**src/rtl/axi_dma_pkg.sv**
```systemverilog
// Shared constants and helpers for the DMA request arbiter.
// Transfer ID 0 is reserved to mean "no transfer".
package axi_dma_pkg;

    localparam int unsigned ID_NONE = 0;

    function automatic int unsigned idx_width(input int unsigned n);
        return (n > 1) ? $clog2(n) : 1;
    endfunction

endpackage

```
**src/rtl/fifo_v3.sv**
```systemverilog
// Small synchronous FIFO (common_cells fifo_v3 subset) holding owner indices.
// Push to a full FIFO and pop from an empty one are ignored.
module fifo_v3 #(
    parameter int unsigned DATA_WIDTH = 2,
    parameter int unsigned DEPTH      = 8
) (
    input  logic                  clk_i,
    input  logic                  rst_ni,
    input  logic                  push_i,
    input  logic [DATA_WIDTH-1:0] data_i,
    input  logic                  pop_i,
    output logic [DATA_WIDTH-1:0] data_o,
    output logic                  full_o,
    output logic                  empty_o
);

    localparam int unsigned PTR_W = (DEPTH > 1) ? $clog2(DEPTH) : 1;

    logic [DATA_WIDTH-1:0] mem_q [DEPTH];
    logic [PTR_W-1:0]      rd_q;
    logic [PTR_W-1:0]      wr_q;
    logic [PTR_W:0]        cnt_q;
    logic                  do_push;
    logic                  do_pop;

    assign full_o  = (cnt_q == (PTR_W+1)'(DEPTH));
    assign empty_o = (cnt_q == '0);
    assign do_push = push_i & ~full_o;
    assign do_pop  = pop_i & ~empty_o;
    assign data_o  = mem_q[rd_q];

    always_ff @(posedge clk_i or negedge rst_ni) begin
        if (!rst_ni) begin
            rd_q  <= '0;
            wr_q  <= '0;
            cnt_q <= '0;
        end else begin
            if (do_push) wr_q <= wr_q + 1'b1;
            if (do_pop)  rd_q <= rd_q + 1'b1;
            cnt_q <= cnt_q + (PTR_W+1)'(do_push) - (PTR_W+1)'(do_pop);
        end
    end

    // Storage needs no reset; occupancy tracking guards every read.
    always_ff @(posedge clk_i) begin
        if (do_push) mem_q[wr_q] <= data_i;
    end

endmodule

```
**src/rtl/axi_dma_req_arbiter.sv**
```systemverilog
// Round-robin arbiter sharing one DMA backend among NUM_REQ frontends.
// Optional AXI_DMA_ARB_PRIO_EN adds 2-bit per-requester priority (prio_i).
module axi_dma_req_arbiter
    import axi_dma_pkg::*;
#(
    parameter int unsigned NUM_REQ           = 4,
    parameter int unsigned TRANSFER_ID_WIDTH = 32,
    parameter int unsigned MAX_OUTSTANDING   = 8,
    parameter type         burst_req_t       = logic
) (
    input  logic                         clk_i,
    input  logic                         rst_ni,
    input  logic [NUM_REQ-1:0]           req_valid_i,
    output logic [NUM_REQ-1:0]           req_ready_o,
    input  burst_req_t [NUM_REQ-1:0]     req_i,
`ifdef AXI_DMA_ARB_PRIO_EN
    input  logic [NUM_REQ-1:0][1:0]      prio_i,
`endif
    output logic [TRANSFER_ID_WIDTH-1:0] req_id_o,
    output burst_req_t                   be_req_o,
    output logic                         be_valid_o,
    input  logic                         be_ready_i,
    input  logic                         be_done_i,
    output logic [NUM_REQ-1:0]           done_o,
    output logic [TRANSFER_ID_WIDTH-1:0] next_id_o,
    output logic [TRANSFER_ID_WIDTH-1:0] completed_id_o,
    output logic                         busy_o
);

    localparam int unsigned IDX_W = idx_width(NUM_REQ);

    typedef logic [IDX_W-1:0]             idx_t;
    typedef logic [TRANSFER_ID_WIDTH-1:0] id_t;

    function automatic idx_t wrap_idx(input int unsigned v);
        return idx_t'(v % NUM_REQ);
    endfunction

    function automatic id_t id_inc(input id_t v);
        return (v == '1) ? id_t'(ID_NONE + 1) : v + 1'b1;
    endfunction

    idx_t               rr_q;
    idx_t               lock_idx_q;
    logic               lock_q;
    id_t                next_id_q;
    id_t                completed_id_q;
    logic [NUM_REQ-1:0] done_q;
    logic               busy_q;

    logic [NUM_REQ-1:0] elig;
    idx_t               rr_pick;
    idx_t               grant;
    idx_t               head;
    logic               found;
    logic               any_valid;
    logic               full;
    logic               empty;
    logic               hs;
    logic               pop;

`ifdef AXI_DMA_ARB_PRIO_EN
    logic [1:0] top_prio;

    // Only requesters at the highest requesting level take part in RR.
    always_comb begin
        top_prio = '0;
        elig     = '0;
        for (int unsigned i = 0; i < NUM_REQ; i++) begin
            if (req_valid_i[i] && (prio_i[i] > top_prio)) top_prio = prio_i[i];
        end
        for (int unsigned i = 0; i < NUM_REQ; i++) begin
            elig[i] = req_valid_i[i] && (prio_i[i] == top_prio);
        end
    end
`else
    assign elig = req_valid_i;
`endif

    always_comb begin
        rr_pick = rr_q;
        found   = 1'b0;
        for (int unsigned i = 0; i < NUM_REQ; i++) begin
            if (!found && elig[wrap_idx(32'(rr_q) + i)]) begin
                rr_pick = wrap_idx(32'(rr_q) + i);
                found   = 1'b1;
            end
        end
    end

    // A stalled offer keeps its owner until the backend accepts it.
    assign grant      = lock_q ? lock_idx_q : rr_pick;
    assign any_valid  = |req_valid_i;
    assign be_valid_o = any_valid & ~full;
    assign be_req_o   = req_i[grant];
    assign hs         = be_valid_o & be_ready_i;
    assign pop        = be_done_i & ~empty;

    always_comb begin
        req_ready_o        = '0;
        req_ready_o[grant] = be_ready_i & ~full & req_valid_i[grant];
    end

    assign req_id_o       = next_id_q;
    assign next_id_o      = next_id_q;
    assign completed_id_o = completed_id_q;
    assign done_o         = done_q;
    assign busy_o         = busy_q;

    always_ff @(posedge clk_i or negedge rst_ni) begin
        if (!rst_ni) begin
            rr_q           <= '0;
            lock_q         <= 1'b0;
            lock_idx_q     <= '0;
            next_id_q      <= id_t'(ID_NONE + 1);
            completed_id_q <= id_t'(ID_NONE);
            done_q         <= '0;
            busy_q         <= 1'b0;
        end else begin
            lock_q     <= be_valid_o & ~be_ready_i;
            lock_idx_q <= grant;
            busy_q     <= ~empty | be_valid_o;
            done_q     <= '0;
            if (hs) begin
                rr_q      <= wrap_idx(32'(grant) + 1);
                next_id_q <= id_inc(next_id_q);
            end
            if (pop) begin
                done_q[head]   <= 1'b1;
                completed_id_q <= id_inc(completed_id_q);
            end
        end
    end

    fifo_v3 #(
        .DATA_WIDTH (IDX_W),
        .DEPTH      (MAX_OUTSTANDING)
    ) i_owner_fifo (
        .clk_i   (clk_i),
        .rst_ni  (rst_ni),
        .push_i  (hs),
        .data_i  (grant),
        .pop_i   (pop),
        .data_o  (head),
        .full_o  (full),
        .empty_o (empty)
    );

`ifndef SYNTHESIS
    spurious_done: assert property (
        @(posedge clk_i) disable iff (!rst_ni) !(be_done_i && empty)
    ) else $warning("be_done_i with no outstanding transfer ignored");
`endif

endmodule

```
**config.mk**
```make
export PLATFORM = sky130hd
export DESIGN_NAME = axi_dma_req_arbiter
export DESIGN_NICKNAME = d
export VERILOG_FILES = /design/src/rtl/axi_dma_pkg.sv /design/src/rtl/fifo_v3.sv /design/src/rtl/axi_dma_req_arbiter.sv
export SDC_FILE = /design/constraint.sdc
export NUM_CORES = 1
export LEC_CHECK = 0
export ABC_AREA = 1
export BUFFER_PORTS_ARGS = -buffer_cell sky130_fd_sc_hd__buf_2
export CAP_MARGIN = 20
export CORE_MARGIN = 8
export CORE_UTILIZATION = 60
export DETAILED_ROUTE_END_ITERATION = 10
export PLACE_DENSITY = 0.84
export SLEW_MARGIN = 40
export SYNTH_ARGS = -nofsm -noshare
export SYNTH_HDL_FRONTEND = slang
export SYNTH_SLANG_ARGS = --single-unit
```
**constraint.sdc**
```tcl
create_clock -name clk_i -period 5.7 [get_ports clk_i]
set_clock_uncertainty 0.2 [all_clocks]
set_input_delay 0.57 -clock clk_i [delete_from_list [all_inputs] [get_ports clk_i]]
set_output_delay 0.57 -clock clk_i [all_outputs]
set_load 0.02 [all_outputs]
```
==> parameters.txt, run 1 <==
Parameter                              Value

Global route
  Wire length of the first global-routing pass ... 23,200 microns
  Largest net degree at the start of global routing ... 79
  Initial antenna violation count ... 0
  Vias in the first global route ... slightly above 5k
  Most crowded layer after global routing ... met2
  Overall routing resource usage ... 0.2149
  Met1 global-route usage ... 0.2632
  Final global-route overflow total ... 0
  GR Util met2 ... 0.3567
  Grt met3 use ... 0.04517

Synth
  Prevailing post-synth register cell ... sky130_fd_sc_hd__dfrtp_1
  Proportion of netlist area held by the largest area contributor ... 0.3545
  Largest cells by area after synthesis ... sky130_fd_sc_hd__dfrtp_1 (35%), sky130_fd_sc_hd__nand2_1 (9.3%), sky130_fd_sc_hd__edfxtp_1 (8.2%), sky130_fd_sc_hd__inv_1 (6.0%), sky130_fd_sc_hd__nor2_1 (4.5%)
  Post-Synthesis Cells ... 717
  Post-synth EDFFs ... 16
  Area of the mapped netlist ... 5858 sq um
  Average cell area after synthesis ... 8.170 sq um
  Post-synthesis sequential element count ... 100
  Number of library cell types mapped by synthesis ... 48
  Number of warnings reported in the yosys synthesis log ... 0
  Sequential cell area fraction in the yosys report ... 0.4411
  Async SR Flop Fraction ... 0.8400
  Mapped Nets ... 740
  Cell taking the most area after synthesis ... sky130_fd_sc_hd__dfrtp_1

Power and ir drop
  Worst ir drop on vdd ... 0.3598 mV
  Leakage power figure ... roughly 3.3 nW
  Power density over the cells ... 402.9 nW/um^2

Clocking
  Sinks on the clock net ... 100
  Clock transition at the registers of the reported paths ... 0.10 ns
  Cts repair resizes ... 0
  Number of CTS-inserted buffers ... 9
  Post-CTS setup buffer count ... 0
  Worst-case clock buffer depth ... 2
  Later-pin clock latency in the skew report ... 0.36 ns
  Buffer type at the clock tree root ... sky130_fd_sc_hd__clkbuf_8
  CTS HTree Levels ... 3
  Number of hold buffers added after CTS ... 1
  CTS tree ... done

Timing
  Achievable Freq ... slightly above 300 MHz
  Max-slew violation total from the final report ... 0
  Clock period minus worst slack ... 3.228 ns
  Endpoints failing hold ... 0
  Summed negative setup slack over all endpoints ... 0 ns
  Unrepaired setup endpoints after global routing ... false
  Least-Margin Pin Slew ... 0.7200 ns
  Finish-stage setup viols ... 0
  Crit share post-route ... 0.5663
  Worst relative slew slack ... 0.5200

Setup path
  Setup slack of the worst register-to-register path ... 3.06 ns
  Nature of the critical path endpoint ... output port
  Worst EP required ... 4.93 ns
  Critical path arrival ... 2.46 ns
  Slowest cell on the critical path ... sky130_fd_sc_hd__dfrtp_1
  Cell breakdown of the critical path ... inv_8 > nand2_1 > nand3_1 > nand2_1 > inv_2 > nor2_4 > nand3_1 > nand3_1 > nand2_1 > nand2_2 > nand2_4 > nand2_2 > nand3_2 > nor2_1 > buf_2
  Buf+Inv Stages, Crit Path ... 3
  Delay of the slowest cell on the worst path ... 0.62 ns
  Crit path kind ... flip-flop to output port
  Maximum net fanout on the critical path ... 14
  Category of the worst setup path launch point ... flip-flop
  Largest delay share family, worst path ... simple AND/OR/NAND/NOR gates
  Critical Path Start ... rr_q[0]$_DFFE_PN0N_
  R2R Path Start ... next_id_o[0]$_DFFE_PN1N_
  Cell depth of the worst flop-to-flop path ... 8
  Reg-to-reg critical path endpoint ... next_id_o[5]$_DFFE_PN0N_

Placement
  Cell Count Post-Placement ... between 900 and 1k
  RePlAce Congestion ... between 0.9 and 1
  Hpwl dp ... 10,650 microns
  Port-buffer cells ... 118

Min path
  Number of stages on the worst hold path ... 2
  Class of the worst hold path ... primary input to flip-flop
  Worst min-delay path endpoint ... lock_q$_DFF_PN0_
  Source of the worst hold timing path ... be_ready_i

Drt
  Count of unresolved DRC violations after routing ... 0
  Number of vias after detailed routing ... 5,139
  Vias per inst ... ~5.4
  Routed WL per cell ... 14.55 microns
  Number of nets still failing antenna checks after routing ... 0
  First-iteration detailed-routing DRC count ... 394
  Iteration count of the initial detailed-routing pass ... 7
  Wirelength, routed ... 13,830 microns

Floorplanning
  Floorplan die area ... 13,180 sq um
  Initial core utilization ... 0.6077
  FP Rows ... 36
  I/O pins ... 119
  Die span in y ... between 100 and 150 microns
  Horizontal die dimension ... 114.8 microns
  Placeable core area ... 9639 sq um

Job
  Maxcap violations ... 0

Status
  Run status ... finished clean

Cells and area
  Diode count ... 0
  Finished Core Util ... 0.6815
  Fraction of layout cells with a size suffix above 1 ... 0.2387
  Synth-to-layout area growth ... 12.13%
  Number of nets in the final layout ... 835
  Fin cells ... 950
==> cell type report <==
cell class                      count  area, sq um
Clock buffer                       10        127.6
Sequential cell                   100         2584
Tap cell                          133        166.4
Timing Repair Buffer              120        614.3
Inverter                          106        405.4
Multi-Input combinational cell    475         2606
Fill cell                         820         3070
Clock inverter                      6        65.06
==> placed cells by master (no fill, tap or decap), types with 2 or more instances in the layout <==
cell / Yosys / routed
sky130_fd_sc_hd__nand2_1: 145 / 145
sky130_fd_sc_hd__buf_2: 0 / 117
sky130_fd_sc_hd__inv_1: 93 / 93
sky130_fd_sc_hd__dfrtp_1: 83 / 83
sky130_fd_sc_hd__nor2_1: 71 / 71
sky130_fd_sc_hd__nand3_1: 48 / 48
sky130_fd_sc_hd__nor3_1: 28 / 28
sky130_fd_sc_hd__a21oi_1: 25 / 25
sky130_fd_sc_hd__o21ai_0: 25 / 25
sky130_fd_sc_hd__xor2_1: 17 / 17
sky130_fd_sc_hd__nand4_1: 16 / 16
sky130_fd_sc_hd__edfxtp_1: 16 / 16
sky130_fd_sc_hd__nand2_2: 13 / 13
sky130_fd_sc_hd__inv_2: 11 / 11
sky130_fd_sc_hd__ha_1: 10 / 10
sky130_fd_sc_hd__xnor2_1: 9 / 9
sky130_fd_sc_hd__clkbuf_8: 0 / 9
sky130_fd_sc_hd__nor2_4: 6 / 6
sky130_fd_sc_hd__nor2_2: 5 / 5
sky130_fd_sc_hd__o21a_1: 5 / 5
sky130_fd_sc_hd__nor4_1: 5 / 5
sky130_fd_sc_hd__o22ai_1: 5 / 5
sky130_fd_sc_hd__nor4_2: 4 / 4
sky130_fd_sc_hd__nor3_2: 4 / 4
sky130_fd_sc_hd__o21ai_1: 4 / 4
sky130_fd_sc_hd__nand2_4: 4 / 4
sky130_fd_sc_hd__nand3_2: 3 / 3
sky130_fd_sc_hd__or2_2: 3 / 3
sky130_fd_sc_hd__clkinv_4: 0 / 3
sky130_fd_sc_hd__a211oi_1: 2 / 2
sky130_fd_sc_hd__nor4_4: 2 / 2
sky130_fd_sc_hd__clkinv_1: 1 / 2
sky130_fd_sc_hd__nor3b_1: 2 / 2
sky130_fd_sc_hd__nand3b_1: 2 / 2
==> report_power, final <==
| group | leakage (nW) | internal [mW] | switching (mW) |
|---|---|---|---|
| registers | 1.14 | 0.904 | 0.158 |
| clock network | 0.0979 | 0.204 | 0.243 |
| logic | 2.09 | 0.376 | 0.762 |
==> worst register-to-register path, stage by stage, from the launching register on <==
cell,delay (ns)
sky130_fd_sc_hd__dfstp_2,0.62
sky130_fd_sc_hd__ha_1,0.23
sky130_fd_sc_hd__nand2_2,0.11
sky130_fd_sc_hd__nor4_1,0.30
sky130_fd_sc_hd__nand3_1,0.19
sky130_fd_sc_hd__nor4_4,0.26
sky130_fd_sc_hd__nand4_1,0.36
sky130_fd_sc_hd__o21ai_0,0.21
sky130_fd_sc_hd__nor2_1,0.06
==> state kept, by name, summed over array words and instances (netlist names), 2 cells and up <==
| register | flops |
|---|---|
| i_owner_fifo.cnt_q | 4 |
| completed_id_o | 32 |
| i_owner_fifo.rd_q | 3 |
| lock_idx_q | 2 |
| done_o | 4 |
| i_owner_fifo.mem_q | 16 |
| rr_q | 2 |
| i_owner_fifo.wr_q | 3 |
| next_id_o | 32 |
==> through the flow <==
stage          hold slack (ns)  worst slack (ns)  power [mW]  area, sq um
6_report                0.1740             2.472       2.647         6569
5_1_grt                 0.1638             2.166       2.840         6569
4_1_cts                 0.1548             2.476       2.664         6569
3_5_place_dp            0.1954             2.864       2.214         6366
3_3_place_gp            0.1897             2.969       2.156         6362
2_1_floorplan          0.07441             3.141       1.944         5858
==> worst max path at each step <==
stage,endpoint,slack [ns],depth (start not counted)
CTS,req_ready_o[1],2.48,15
global placement,be_req_o,2.97,17
global route,req_ready_o[1],2.17,15
floorplan,req_ready_o[0],3.14,13
detailed placement,req_ready_o[1],2.86,15
finish,req_ready_o[1],2.47,15
==> synth_stat cells, types with 2 or more instances <==
cell / instances
sky130_fd_sc_hd__ha_1: 10
sky130_fd_sc_hd__nand3_1: 48
sky130_fd_sc_hd__o21ai_1: 4
sky130_fd_sc_hd__inv_1: 93
sky130_fd_sc_hd__edfxtp_1: 16
sky130_fd_sc_hd__dfrtp_1: 83
sky130_fd_sc_hd__nand3_2: 3
sky130_fd_sc_hd__nor2_4: 6
sky130_fd_sc_hd__clkbuf_1: 3
sky130_fd_sc_hd__nand2_4: 4
sky130_fd_sc_hd__xor2_1: 17
sky130_fd_sc_hd__a211oi_1: 2
sky130_fd_sc_hd__nand3b_1: 2
sky130_fd_sc_hd__nor2_2: 5
sky130_fd_sc_hd__nor4_4: 2
sky130_fd_sc_hd__nand2_1: 145
sky130_fd_sc_hd__nor4_1: 5
sky130_fd_sc_hd__nand4_1: 16
sky130_fd_sc_hd__o22ai_1: 5
sky130_fd_sc_hd__xnor2_1: 9
sky130_fd_sc_hd__nand2_2: 13
sky130_fd_sc_hd__or2_2: 3
sky130_fd_sc_hd__o21ai_0: 25
sky130_fd_sc_hd__o21a_1: 5
sky130_fd_sc_hd__nor3b_1: 2
sky130_fd_sc_hd__nor2_1: 71
sky130_fd_sc_hd__nor3_2: 4
sky130_fd_sc_hd__buf_4: 32
sky130_fd_sc_hd__inv_2: 11
sky130_fd_sc_hd__nor4_2: 4
sky130_fd_sc_hd__a21oi_1: 25
sky130_fd_sc_hd__nor3_1: 28
==> routing by layer <==
metal  wire, microns  share of wire
met4             348          0.025
met5               0              0
met1            5878           0.43
met3             986          0.071
met2            6614           0.48
==> cells by family (layout without fill, tap and decap cells) <==
group           Yosys count  in the layout  synth area share
flops                   100            100            0.4411
fa+ha+maj                11             11           0.02478
simple gates            366            366            0.3093
buf+inv                 142            242            0.1141
xor+xnor                 26             26           0.03887
mux                       1              1          0.001709
compound gates           71             71           0.07027
(Power assumes the default switching activity.)
==> inputs of run 2 (changes only) <==
- CORE_UTILIZATION: 60 -> 50
- PLACE_DENSITY: 0.84 -> 0.75
- clock period: 5.7 -> 2.95 ns (I/O delays scaled with it)
==> run 2 against run 1 <==
  * Largest cell class unchanged
  * First-iteration DRC count rose by 7.6%
  * Sequential power rose by 93%
  * Total power rose by 110%
  * Routed wire length rose by 2.0%
  * Sequential cell count did not move
  * Register-to-register slack got worse by 2.6 ns
  * Critical path type unchanged
  * Die area rose by 17%
==> parameters.txt, run 2 (synthesis gave the netlist of run 1 again) <==
Parameter                              Value

Drt
  Wirelength, routed ... 14,110 microns (+2.0%)
  Vias per inst ... 5.218 (-3.5%)
  First-iteration detailed-routing DRC count ... 424 (+7.6%)
  Count of unresolved DRC violations after routing ... 0 (unchanged)
  Routed WL per cell ... 14.56 microns (about the same)
  Number of nets still failing antenna checks after routing ... 0 (unchanged)
  Number of vias after detailed routing ... 5,056 (-1.6%)
  Iteration count of the initial detailed-routing pass ... 5 (-2)

Setup path
  Slowest cell on the critical path ... sky130_fd_sc_hd__dfrtp_2
  Category of the worst setup path launch point ... flip-flop
  R2R Path Start ... next_id_o[0]$_DFFE_PN1N_
  Maximum net fanout on the critical path ... 8 (-6)
  Delay of the slowest cell on the worst path ... 0.45 ns (-0.17 ns)
  Nature of the critical path endpoint ... output port
  Crit path kind ... flip-flop to output port
  Cell depth of the worst flop-to-flop path ... 7 (-1)
  Cell breakdown of the critical path ... clkbuf_2 > nand2_1 > nand2_1 > nand2_1 > nand2_2 > nor2_4 > nand2_1 > nand2_1 > nand2_1 > nand2_2 > nand2_4 > nand2_1 > nand2_2 > nand2_2 > nand3_2 > nor2_2 > buf_4
  Reg-to-reg critical path endpoint ... next_id_o[15]$_DFFE_PN0N_
  Setup slack of the worst register-to-register path ... 0.45 ns (-2.61 ns)
  Largest delay share family, worst path ... simple AND/OR/NAND/NOR gates
  Critical path arrival ... 2.32 ns (-0.14 ns)
  Buf+Inv Stages, Crit Path ... 2 (-1)
  Worst path most repeated cell ... sky130_fd_sc_hd__nand2_1
  Worst EP required ... 2.46 ns (-2.47 ns)

Clocking
  Clock transition at the registers of the reported paths ... 0.07 ns (-0.03 ns)
  Buffer type at the clock tree root ... sky130_fd_sc_hd__clkbuf_16
  Worst-case clock buffer depth ... 2 (unchanged)
  Number of CTS-inserted buffers ... 9 (unchanged)
  Later-pin clock latency in the skew report ... 0.35 ns (about the same)
  CTS HTree Levels ... 3 (unchanged)
  Sinks on the clock net ... 100 (unchanged)
  CTS tree ... done

Cells and area
  Number of nets in the final layout ... 844 (+1.1%)
  Commonest non-fill, non-tap cell in the layout ... sky130_fd_sc_hd__nand2_1
  Diode count ... 0 (unchanged)
  Synth-to-layout area growth ... 15.83%
  Fraction of layout cells with a size suffix above 1 ... 0.2518 (+0.01314)
  Finished Core Util ... 0.5942 (-0.08723)
  Commonest non-fill, non-tap cells in the layout ... sky130_fd_sc_hd__nand2_1 (145), sky130_fd_sc_hd__buf_2 (115), sky130_fd_sc_hd__inv_1 (93)

Min path
  Number of stages on the worst hold path ... 5 (+3)
  Source of the worst hold timing path ... req_valid_i[0]
  Class of the worst hold path ... primary input to flip-flop
  Worst min-delay path endpoint ... busy_o$_DFF_PN0_

Timing
  Worst hold slack ... 0.2937 ns (+0.1197 ns)
  Clock period minus worst slack ... 2.814 ns
  Achievable Freq ... 355.4 MHz
  Least-Margin Pin Slew ... 0.6014 ns (-0.1186 ns)
  Endpoints failing hold ... 0 (unchanged)
  Crit share post-route ... 0.9538
  Finish-stage setup viols ... 0 (unchanged)
  Max-slew violation total from the final report ... 0 (unchanged)
  Worst relative slew slack ... 0.5991 (+0.07909)
  Final WS setup ... 0.1361 ns (-2.336 ns)

Global route
  Grt met3 use ... 0.03106 (-0.01410)
  GR Util met2 ... 0.2868 (-0.06988)
  Vias in the first global route ... 5,065 (-0.80%)
  Overall routing resource usage ... 0.1808 (-0.03401)
  Wire length of the first global-routing pass ... 23,880 microns (+2.9%)
  Final global-route overflow total ... 0 (unchanged)
  Met1 global-route usage ... 0.2400 (-0.02317)
  Largest net degree at the start of global routing ... 44 (-44%)
  Initial antenna violation count ... 0 (unchanged)
  Most crowded layer after global routing ... met2

Placement
  Worst-case setup slack after placement ... 0.4295 ns (-2.434 ns)
  Hpwl dp ... 10,740 microns (+0.87%)
  RePlAce Congestion ... 0.9090 (-0.11%)
  Port-buffer cells ... 118 (unchanged)

Floorplanning
  Initial core utilization ... 0.5130 (-0.09470)
  Horizontal die dimension ... 124.2 microns (+8.2%)
  FP Rows ... 39 (+8.3%)
  Die span in y ... 124.2 microns (+8.2%)
  Floorplan die area ... 15,440 sq um (+17%)
  I/O pins ... 119 (unchanged)
  Placeable core area ... 11,420 sq um (+18%)

Power and ir drop
  Leakage power figure ... 3.419 nW (+2.7%)
  PnR Total Power ... 5.604 mW (+110%)
  Power density over the cells ... 825.9 nW/um^2 (+100%)
  Worst ir drop on vdd ... 0.5973 mV (+66%)

Status
  Run status ... finished clean

Job
  Maxcap violations ... 0 (unchanged)
[run 2: cell count changes in the layout (fill, tap and decap cells not counted), moves of 2 or more]
cell / before / now
sky130_fd_sc_hd__clkinvlp_4: 0 / 2
sky130_fd_sc_hd__buf_4: 1 / 10
sky130_fd_sc_hd__clkinv_4: 3 / 1
sky130_fd_sc_hd__dfrtp_2: 0 / 2
sky130_fd_sc_hd__buf_2: 117 / 115
sky130_fd_sc_hd__dfrtp_1: 83 / 81
sky130_fd_sc_hd__clkbuf_8: 9 / 0
sky130_fd_sc_hd__clkbuf_16: 0 / 9
sky130_fd_sc_hd__inv_6: 0 / 2
[run 2: tightest hold or removal path: stages]
cell and delay (ns):
sky130_fd_sc_hd__buf_2 0.11, sky130_fd_sc_hd__inv_2 0.05, sky130_fd_sc_hd__nand4_2 0.16, sky130_fd_sc_hd__nand2_4 0.10, sky130_fd_sc_hd__nand4_1 0.08
[run 2: where the power goes]
group	switching, mW	internal, mW
Combinational	1.52	0.798
Sequential	0.299	1.75
Clock	0.560	0.672
Total	2.38	3.22
[run 2: how the worst max path moves through the flow]
stage	start	end	depth (start not counted)	slack [ns]
after floorplan	i_owner_fifo.cnt_q[2]$_DFF_PN0_	i_owner_fifo.cnt_q[2]$_DFF_PN0_	11	0.51
after global placement	next_id_o[0]$_DFFE_PN1N_	next_id_o[15]$_DFFE_PN0N_	7	0.49
after detailed placement	rr_q[0]$_DFFE_PN0N_	be_req_o	17	0.43
after CTS	rr_q[0]$_DFFE_PN0N_	be_req_o	17	0.05
after global routing	rr_q[0]$_DFFE_PN0N_	req_ready_o[1]	19	-0.004
final	rr_q[0]$_DFFE_PN0N_	req_ready_o[1]	17	0.14
[run 2: routing by layer]
| metal | vias to the layer above | wire (microns) | share of wire |
|---|---|---|---|
| met3 | 23 | 748 | 0.053 |
| met2 | 174 | 6637 | 0.47 |
| met4 | 0 | 236 | 0.017 |
| met1 | 2351 | 6484 | 0.46 |
| met5 | - | 0 | 0 |
| li1 | 2508 | - | - |
[run 2: final cells by class]
class | instances | area [sq um]
Inverter | 106 | 407.9
Timing Repair Buffer | 129 | 695.7
Clock inverter | 7 | 82.58
Sequential cell | 100 | 2586
Tap cell | 143 | 178.9
Multi-Input combinational cell | 475 | 2609
Fill cell | 1063 | 4633
Clock buffer | 9 | 225.2
[run 2: stage by stage]
| stage | instance area [sq um] | TNS, ns | instances |
|---|---|---|---|
| 6_report | 6785 | 0 | 969 |
| 2_1_floorplan | 5858 | 0 | 717 |
| 3_3_place_gp | 6397 | 0 | 946 |
| 4_1_cts | 6725 | 0 | 964 |
| 5_1_grt | 6785 | -0.003507 | 969 |
| 3_5_place_dp | 6397 | 0 | 946 |
[run 2: repair_timing]
action	CTS	global route
endpoints found under the hold margin	42	0
hold buffers	2	0
setup endpoints to repair	0	5
setup buffers	0	5
resized for setup	0	7
